--- config.mk ---
export PLATFORM = sky130hd
export DESIGN_NAME = abft_scrub_ctrl_flat
export DESIGN_NICKNAME = d
export VERILOG_FILES = /design/src/rtl/abft_scrub_ctrl_if.sv /design/src/rtl/abft_scrub_ctrl.sv /design/src/flat_wrapper.sv
export SDC_FILE = /design/constraint.sdc
export NUM_CORES = 1
export LEC_CHECK = 0
export ABC_AREA = 1
export BUFFER_PORTS_ARGS = -buffer_cell sky130_fd_sc_hd__buf_2
export CAP_MARGIN = 10
export CORE_MARGIN = 2
export CORE_UTILIZATION = 40
export DETAILED_ROUTE_END_ITERATION = 8
export MAX_ROUTING_LAYER = met4
export PLACE_DENSITY = 0.54
export SKIP_LAST_GASP = 1
export SYNTH_ARGS = -nofsm -noshare
export SYNTH_HDL_FRONTEND = slang
export SYNTH_SLANG_ARGS = --single-unit
export TNS_END_PERCENT = 30
--- constraint.sdc ---
create_clock -name clk -period 17.7 [get_ports clk]
set_input_delay 0.885 -clock clk [delete_from_list [all_inputs] [get_ports clk]]
set_output_delay 0.885 -clock clk [all_outputs]
set_load 0.05 [all_outputs]
--- src/rtl/abft_scrub_ctrl_if.sv ---
// Host-side bundle for the ABFT scrub controller: write, fault-inject, start and read requests
// toward the controller, and the read data and scrub status back to the host.
interface abft_scrub_ctrl_if #(
   parameter int DW    = 8,
   parameter int CNT_W = 8
);
   logic             wr_en;
   logic [1:0]       wr_row;
   logic [1:0]       wr_col;
   logic [DW-1:0]    wr_data;
   logic             inj_en;
   logic [1:0]       inj_row;
   logic [1:0]       inj_col;
   logic [DW-1:0]    inj_mask;
   logic             start;
   logic [1:0]       rd_row;
   logic [1:0]       rd_col;
   logic [DW-1:0]    rd_data;
   logic             busy;
   logic             done;
   logic             err_det;
   logic             err_corr;
   logic             err_uncorr;
   logic [1:0]       err_row;
   logic [1:0]       err_col;
   logic [CNT_W-1:0] corr_cnt;

   modport master (
      output wr_en, wr_row, wr_col, wr_data,
      output inj_en, inj_row, inj_col, inj_mask,
      output start, rd_row, rd_col,
      input  rd_data, busy, done, err_det, err_corr, err_uncorr,
      input  err_row, err_col, corr_cnt
   );

   modport slave (
      input  wr_en, wr_row, wr_col, wr_data,
      input  inj_en, inj_row, inj_col, inj_mask,
      input  start, rd_row, rd_col,
      output rd_data, busy, done, err_det, err_corr, err_uncorr,
      output err_row, err_col, corr_cnt
   );
endinterface

--- src/rtl/abft_scrub_ctrl.sv ---
// ABFT scrub controller for a 4x4 matrix: keeps golden column parities and per-row check bytes,
// rescans the matrix on request, locates a single faulty element and corrects it in place.
module abft_scrub_ctrl #(
   parameter int DW    = 8,
   parameter int CNT_W = 8
) (
   input  logic             clk,
   input  logic             rst,
   abft_scrub_ctrl_if.slave bus
);
   typedef logic [3:0][DW-1:0] row_t;
   typedef logic [2:0][DW-1:0] chk_t;
   typedef enum logic [2:0] {S_IDLE, S_SCAN, S_EVAL, S_FIX, S_DONE} state_e;

   state_e           state_q, state_d;
   row_t [3:0]       mat_q, mat_d;
   row_t             gpar_q, gpar_d;
   chk_t [3:0]       chk_q, chk_d;
   row_t             facc_q, facc_d;
   logic [3:0]       rflag_q, rflag_d;
   logic [1:0]       idx_q, idx_d;
   logic [1:0]       loc_row_q, loc_row_d;
   logic [1:0]       loc_col_q, loc_col_d;
   logic [DW-1:0]    rd_q, rd_d;
   logic             det_q, det_d;
   logic             corr_q, corr_d;
   logic             unc_q, unc_d;
   logic [1:0]       erow_q, erow_d;
   logic [1:0]       ecol_q, ecol_d;
   logic [CNT_W-1:0] cnt_q, cnt_d;

   row_t             syn;
   logic [3:0]       cflag;
   row_t             wr_row_new;

   // Three overlapping XOR checks per row; a single bad element disturbs a unique subset.
   function automatic chk_t row_chk(input row_t r);
      chk_t z;
      z[0] = r[0] ^ r[1] ^ r[2];
      z[1] = r[0] ^ r[1] ^ r[3];
      z[2] = r[0] ^ r[2] ^ r[3];
      return z;
   endfunction

   function automatic logic [1:0] lowest(input logic [3:0] f);
      logic [1:0] i;
      i = 2'd0;
      for (int k = 3; k >= 0; k--) begin
         if (f[k]) i = 2'(k);
      end
      return i;
   endfunction

   always_comb begin
      for (int c = 0; c < 4; c++) begin
         syn[c]   = gpar_q[c] ^ facc_q[c];
         cflag[c] = |syn[c];
      end
   end

   always_comb begin
      state_d    = state_q;
      mat_d      = mat_q;
      gpar_d     = gpar_q;
      chk_d      = chk_q;
      facc_d     = facc_q;
      rflag_d    = rflag_q;
      idx_d      = idx_q;
      loc_row_d  = loc_row_q;
      loc_col_d  = loc_col_q;
      det_d      = det_q;
      corr_d     = corr_q;
      unc_d      = unc_q;
      erow_d     = erow_q;
      ecol_d     = ecol_q;
      cnt_d      = cnt_q;
      rd_d       = mat_q[bus.rd_row][bus.rd_col];
      wr_row_new = mat_q[bus.wr_row];
      wr_row_new[bus.wr_col] = bus.wr_data;

      unique case (state_q)
         S_IDLE: begin
            if (bus.wr_en) begin
               mat_d[bus.wr_row][bus.wr_col] = bus.wr_data;
               gpar_d[bus.wr_col] = gpar_q[bus.wr_col] ^ mat_q[bus.wr_row][bus.wr_col] ^ bus.wr_data;
               chk_d[bus.wr_row]  = row_chk(wr_row_new);
            end else if (bus.inj_en) begin
               mat_d[bus.inj_row][bus.inj_col] = mat_q[bus.inj_row][bus.inj_col] ^ bus.inj_mask;
            end
            // A write in the start cycle lands before the first scanned row is read.
            if (bus.start) begin
               state_d = S_SCAN;
               idx_d   = 2'd0;
               facc_d  = '0;
               rflag_d = '0;
               det_d   = 1'b0;
               corr_d  = 1'b0;
               unc_d   = 1'b0;
               erow_d  = 2'd0;
               ecol_d  = 2'd0;
            end
         end

         S_SCAN: begin
            for (int c = 0; c < 4; c++) begin
               facc_d[c] = facc_q[c] ^ mat_q[idx_q][c];
            end
            rflag_d[idx_q] = (row_chk(mat_q[idx_q]) != chk_q[idx_q]);
            idx_d = idx_q + 2'd1;
            if (idx_q == 2'd3) state_d = S_EVAL;
         end

         S_EVAL: begin
            if ((rflag_q == 4'd0) && (cflag == 4'd0)) begin
               state_d = S_DONE;
            end else if ($onehot(rflag_q) && $onehot(cflag)) begin
               loc_row_d = lowest(rflag_q);
               loc_col_d = lowest(cflag);
               state_d   = S_FIX;
            end else begin
               det_d   = 1'b1;
               unc_d   = 1'b1;
               erow_d  = lowest(rflag_q);
               ecol_d  = lowest(cflag);
               state_d = S_DONE;
            end
         end

         S_FIX: begin
            // The column syndrome is exactly the flipped-bit pattern of the located element.
            mat_d[loc_row_q][loc_col_q] = mat_q[loc_row_q][loc_col_q] ^ syn[loc_col_q];
            det_d  = 1'b1;
            corr_d = 1'b1;
            erow_d = loc_row_q;
            ecol_d = loc_col_q;
            if (cnt_q != {CNT_W{1'b1}}) cnt_d = cnt_q + CNT_W'(1);
            state_d = S_DONE;
         end

         S_DONE: begin
            state_d = S_IDLE;
         end

         default: begin
            state_d = S_IDLE;
         end
      endcase
   end

   always_ff @(posedge clk or posedge rst) begin
      if (rst) begin
         state_q   <= S_IDLE;
         mat_q     <= '0;
         gpar_q    <= '0;
         chk_q     <= '0;
         facc_q    <= '0;
         rflag_q   <= '0;
         idx_q     <= '0;
         loc_row_q <= '0;
         loc_col_q <= '0;
         rd_q      <= '0;
         det_q     <= 1'b0;
         corr_q    <= 1'b0;
         unc_q     <= 1'b0;
         erow_q    <= '0;
         ecol_q    <= '0;
         cnt_q     <= '0;
      end else begin
         state_q   <= state_d;
         mat_q     <= mat_d;
         gpar_q    <= gpar_d;
         chk_q     <= chk_d;
         facc_q    <= facc_d;
         rflag_q   <= rflag_d;
         idx_q     <= idx_d;
         loc_row_q <= loc_row_d;
         loc_col_q <= loc_col_d;
         rd_q      <= rd_d;
         det_q     <= det_d;
         corr_q    <= corr_d;
         unc_q     <= unc_d;
         erow_q    <= erow_d;
         ecol_q    <= ecol_d;
         cnt_q     <= cnt_d;
      end
   end

   assign bus.rd_data    = rd_q;
   assign bus.busy       = (state_q != S_IDLE);
   assign bus.done       = (state_q == S_DONE);
   assign bus.err_det    = det_q;
   assign bus.err_corr   = corr_q;
   assign bus.err_uncorr = unc_q;
   assign bus.err_row    = erow_q;
   assign bus.err_col    = ecol_q;
   assign bus.corr_cnt   = cnt_q;

endmodule

--- src/flat_wrapper.sv ---
// flat-port wrapper written by rule: the top's interface ports become plain ports
module abft_scrub_ctrl_flat 
#(
   parameter int DW    = 8,
   parameter int CNT_W = 8
)
  (clk, rst, bus_wr_en, bus_wr_row, bus_wr_col, bus_wr_data, bus_inj_en, bus_inj_row, bus_inj_col, bus_inj_mask, bus_start, bus_rd_row, bus_rd_col, bus_rd_data, bus_busy, bus_done, bus_err_det, bus_err_corr, bus_err_uncorr, bus_err_row, bus_err_col, bus_corr_cnt);
  abft_scrub_ctrl_if #(.DW(DW), .CNT_W(CNT_W)) bus_i ();
  input  logic clk;
  input  logic rst;
  input wire logic [$bits(bus_i.wr_en)-1:0] bus_wr_en;
  input wire logic [$bits(bus_i.wr_row)-1:0] bus_wr_row;
  input wire logic [$bits(bus_i.wr_col)-1:0] bus_wr_col;
  input wire logic [$bits(bus_i.wr_data)-1:0] bus_wr_data;
  input wire logic [$bits(bus_i.inj_en)-1:0] bus_inj_en;
  input wire logic [$bits(bus_i.inj_row)-1:0] bus_inj_row;
  input wire logic [$bits(bus_i.inj_col)-1:0] bus_inj_col;
  input wire logic [$bits(bus_i.inj_mask)-1:0] bus_inj_mask;
  input wire logic [$bits(bus_i.start)-1:0] bus_start;
  input wire logic [$bits(bus_i.rd_row)-1:0] bus_rd_row;
  input wire logic [$bits(bus_i.rd_col)-1:0] bus_rd_col;
  output wire logic [$bits(bus_i.rd_data)-1:0] bus_rd_data;
  output wire logic [$bits(bus_i.busy)-1:0] bus_busy;
  output wire logic [$bits(bus_i.done)-1:0] bus_done;
  output wire logic [$bits(bus_i.err_det)-1:0] bus_err_det;
  output wire logic [$bits(bus_i.err_corr)-1:0] bus_err_corr;
  output wire logic [$bits(bus_i.err_uncorr)-1:0] bus_err_uncorr;
  output wire logic [$bits(bus_i.err_row)-1:0] bus_err_row;
  output wire logic [$bits(bus_i.err_col)-1:0] bus_err_col;
  output wire logic [$bits(bus_i.corr_cnt)-1:0] bus_corr_cnt;
  assign bus_i.wr_en = bus_wr_en;
  assign bus_i.wr_row = bus_wr_row;
  assign bus_i.wr_col = bus_wr_col;
  assign bus_i.wr_data = bus_wr_data;
  assign bus_i.inj_en = bus_inj_en;
  assign bus_i.inj_row = bus_inj_row;
  assign bus_i.inj_col = bus_inj_col;
  assign bus_i.inj_mask = bus_inj_mask;
  assign bus_i.start = bus_start;
  assign bus_i.rd_row = bus_rd_row;
  assign bus_i.rd_col = bus_rd_col;
  assign bus_rd_data = bus_i.rd_data;
  assign bus_busy = bus_i.busy;
  assign bus_done = bus_i.done;
  assign bus_err_det = bus_i.err_det;
  assign bus_err_corr = bus_i.err_corr;
  assign bus_err_uncorr = bus_i.err_uncorr;
  assign bus_err_row = bus_i.err_row;
  assign bus_err_col = bus_i.err_col;
  assign bus_corr_cnt = bus_i.corr_cnt;
  abft_scrub_ctrl #(.DW(DW), .CNT_W(CNT_W)) u_core (.clk(clk), .rst(rst), .bus(bus_i));
endmodule
==> impl_metrics.yaml <==
clocking:
  tritoncts.num_buffers: 43
  cts_setup_buffers: 0
  cts_max_path_buffers: 3
  cts.reportedPaths.clkPinSlew_ns: 0.06
  cts_resized: 0
  cts_hold_buffers: 0
  clkLatencyLatePin_ns: 0.63
  clockRootBuffer: "clkbuf_16"
  cts_sinks: 324
  cts-htree-levels: 2
  cts_tree: "yes"
timing:
  slew_headroom: 0.0539
  hold_viol_final: 0
  hold_slack_ns: 0.409
  slew_violations: 0
  fin_crit_sh: 0.241
  fmax_mhz: 234
  tns_ns: 0
  finalClockSkew_ns: 0.0418
  setup_violations: 0
  worstMarginPinSlew_ns: 1.41
  period_minus_slack_ns: 4.27
  rsz0062_at_grt: "no"
synth:
  synth.most_common_cell: "nand2_1"
  synth_nets: 4397
  seq_area_frac_synth: 0.299
  yosysUniqueCellTypes: 50
  avgSynthCellArea_sq_um: 6.24
  synthArstFlopShare: 1.00
  postSynthCellCount: 4345
  synthTopCellsByCount: "nand2_1 (1670), nand3_1 (679), inv_1 (449), dfrtp_1 (324), o21ai_0 (216)"
  synth_flop_cell: "dfrtp_1"
  synth_edf_count: 0
  syn_area_sq_um: 27100
  synth_area_leader_cell: "dfrtp_1"
  yosys-top-cells-area: "dfrtp_1 (30%), nand2_1 (23%), nand3_1 (13%), inv_1 (6.2%), o21ai_0 (4.0%)"
  synth_top_area_frac: 0.299
  ys_ff_latch: 324
  yosys_warnings: 0
global_route:
  overflow: 0
  grt_start_max_net_pins: 154
  antenna_found_initial: 7
  grt_first_pass_wirelength_mm: 192
  grtUsageTotal: 0.384
  grt_pass1_vias: 28400
worst_setup_path:
  critPathMostFrequentCell: "nand2_1"
  cp_slowest_cell: "buf_4"
  cp_cell_sequence: "inv_6 > buf_4 > nand2_1 > nand2_1 > nand2_1 > nand2_1 > nand2_1 > nand2_1 > nand2_1 > nand2_1 > inv_1 > nor2_1 > nand2_1 > nor2_1 > nand3_1 > nand2_1 > nand2_1"
  criticalPathCategory: "reg -> reg"
  crit_path_max_incr_delay_ns: 0.76
  required_ns: 18.18
  start_kind: "register"
  worstPathMaxFanout: 71
  cp-end-kind: "register"
  cp.arrival_ns: 4.75
layout:
  post-route-util: 0.433
  multi_input_comb_area_sq_um: 16000
  area_delta_synth_final_pct: 7.21
  drive_gt1_frac: 0.0794
  num-fill-cells: 7330
  fin_cells: 5189
  layout.nets: 4332
  layout.area.seq_sq_um: 8120
detailed_routing:
  antenna_left: 0
  drc: 0
  drtIter0Drc: 4581
  drtPass1Iterations: 9
  vias: 30900
  via_per_inst: 5.95
  avgRoutedWirePerCell_um: 25.6
  routed_wirelength_mm: 133
pwr:
  leakage_uw: 0.0152
  power_uw: 5710
  p_switching_uw: 3170
  pwr-share-clk: 0.155
  seq_power_share: 0.260
  irDropWorstVdd_uv: 108
  p_per_area_nw_per_um2: 196
  combPwrFrac: 0.584
  switching_share: 0.556
  intPower_uw: 2530
outcome:
  outcome: "complete, no violations"
floorplan:
  fp.dieH_um: 264
  die-area_sq_um: 69900
  pin_count: 58
  core_region_area_sq_um: 67200
  std_cell_rows: 95
  start_util: 0.404
  die_w_um: 264
min_path:
  hp-class: "in -> async"
placed_design:
  gp_congestion: 1.03
  hpwl_mm: 90.3
  dp_cells: 5108
  portBuffers: 57
job:
  max_cap_violations: 0
## cell usage in the layout (no fill, tap or decap), drive strengths merged
master and instances:
o21bai 8, a32oi 1, a211oi 1, mux2 6, o21ai 244, buf 110
nand2 1699, a22oi 101, a2bb2oi 1, clkinvlp 2, o221ai 45, clkbuf 60
dfrtp 324, o22ai 69, o21a 2, nor2 160, fa 2, nor4 5
nor3 9, ha 17, clkinv 13, diode 6, or2 3, o211ai 2
xor2 44, nand3 694, inv 467, xnor2 10, nand4 3, a21oi 207
bufinv 1
## cell type report
cell class,instances,share of cell area
timing repair buffer,110,0.0240
multi-input combinational,3333,0.550
clock buffer,60,0.0430
tap,873,0.0376
antenna,6,0.000517
sequential,324,0.279
clock inverter,15,0.00439
inverter,468,0.0609
## routing by layer
layer | wire length, um | GRT usage | vias to the layer above | share of wire
met5 | 0 | - | - | 0
met4 | 9470 | 0.226 | 0 | 0.071
met3 | 16100 | 0.105 | 468 | 0.12
met2 | 55300 | 0.551 | 1945 | 0.42
met1 | 52000 | 0.482 | 14400 | 0.39
li1 | - | - | 14000 | -
## sequential cells by signal (all words and copies together) (netlist names)
name / flops
u_core.bus.err_det: 1
u_core.bus.rd_data: 8
u_core.loc_row_q: 2
u_core.bus.err_uncorr: 1
u_core.rflag_q: 4
u_core.idx_q: 2
u_core.bus.corr_cnt: 8
u_core.mat_q: 128
u_core.gpar_q: 32
u_core.bus.err_row: 2
u_core.bus.err_corr: 1
u_core.chk_q: 96
u_core.bus.err_col: 2
u_core.facc_q: 32
u_core.state_q: 3
u_core.loc_col_q: 2
## metrics by stage
| step | setup WS, ns | instance area, sq um |
|---|---|---|
| after global routing | 13.17 | 29100 |
| after CTS | 13.50 | 29000 |
| final | 13.43 | 29100 |
| after global placement | 13.59 | 27700 |
| after floorplan | 7.85 | 27100 |
| after detailed placement | 13.52 | 27700 |
## path summary, 6_finish.rpt
check | startpoint | endpoint | slack [ns] | cells past startpoint
setup / recovery | u_core.idx_q[0] | u_core.rflag_q[1] | 13.43 | 17
hold / removal | rst | u_core.mat_q[96] | 0.41 | 2
setup reg to reg | u_core.idx_q[0] | u_core.rflag_q[1] | 13.43 | 17
hold reg to reg | u_core.bus.err_corr | u_core.bus.err_corr | 0.47 | 2
max in group asynchronous | rst | u_core.chk_q[6] | 15.68 | 3
min in group clk | u_core.bus.err_corr | u_core.bus.err_corr | 0.47 | 2
## cell families (layout without fill, tap and decap cells)
kind of cell	count (synthesis)	count (layout)	share of synthesized area
AND/OR/NAND/NOR	2573	2573	0.400
AO/OA/AOI/OAI	681	681	0.159
flip-flops	324	324	0.299
buffers and inverters	688	653	0.112
XOR/XNOR	54	54	0.0174
adder cells (fa/ha/maj)	19	19	0.00932
other	0	6	0
multiplexers	6	6	0.00249
## worst max-delay path, delay by kind of cell (launching register included)
kind | cells | cell delay, ns
flip-flops | 1 | 0.71
AND/OR/NAND/NOR | 14 | 2.04
buffers and inverters | 3 | 1.28
## power by group through the flow
stage / registers [uW] / logic [uW] / clock network (uW)
2_1_floorplan: 1390 / 2270 / 0
3_3_place_gp: 1470 / 3230 / 0
3_5_place_dp: 1480 / 3240 / 0
4_1_cts: 1470 / 3250 / 899
5_1_grt: 1520 / 3670 / 926
6_report: 1480 / 3330 / 887
Power figures use the tool's default switching activity.
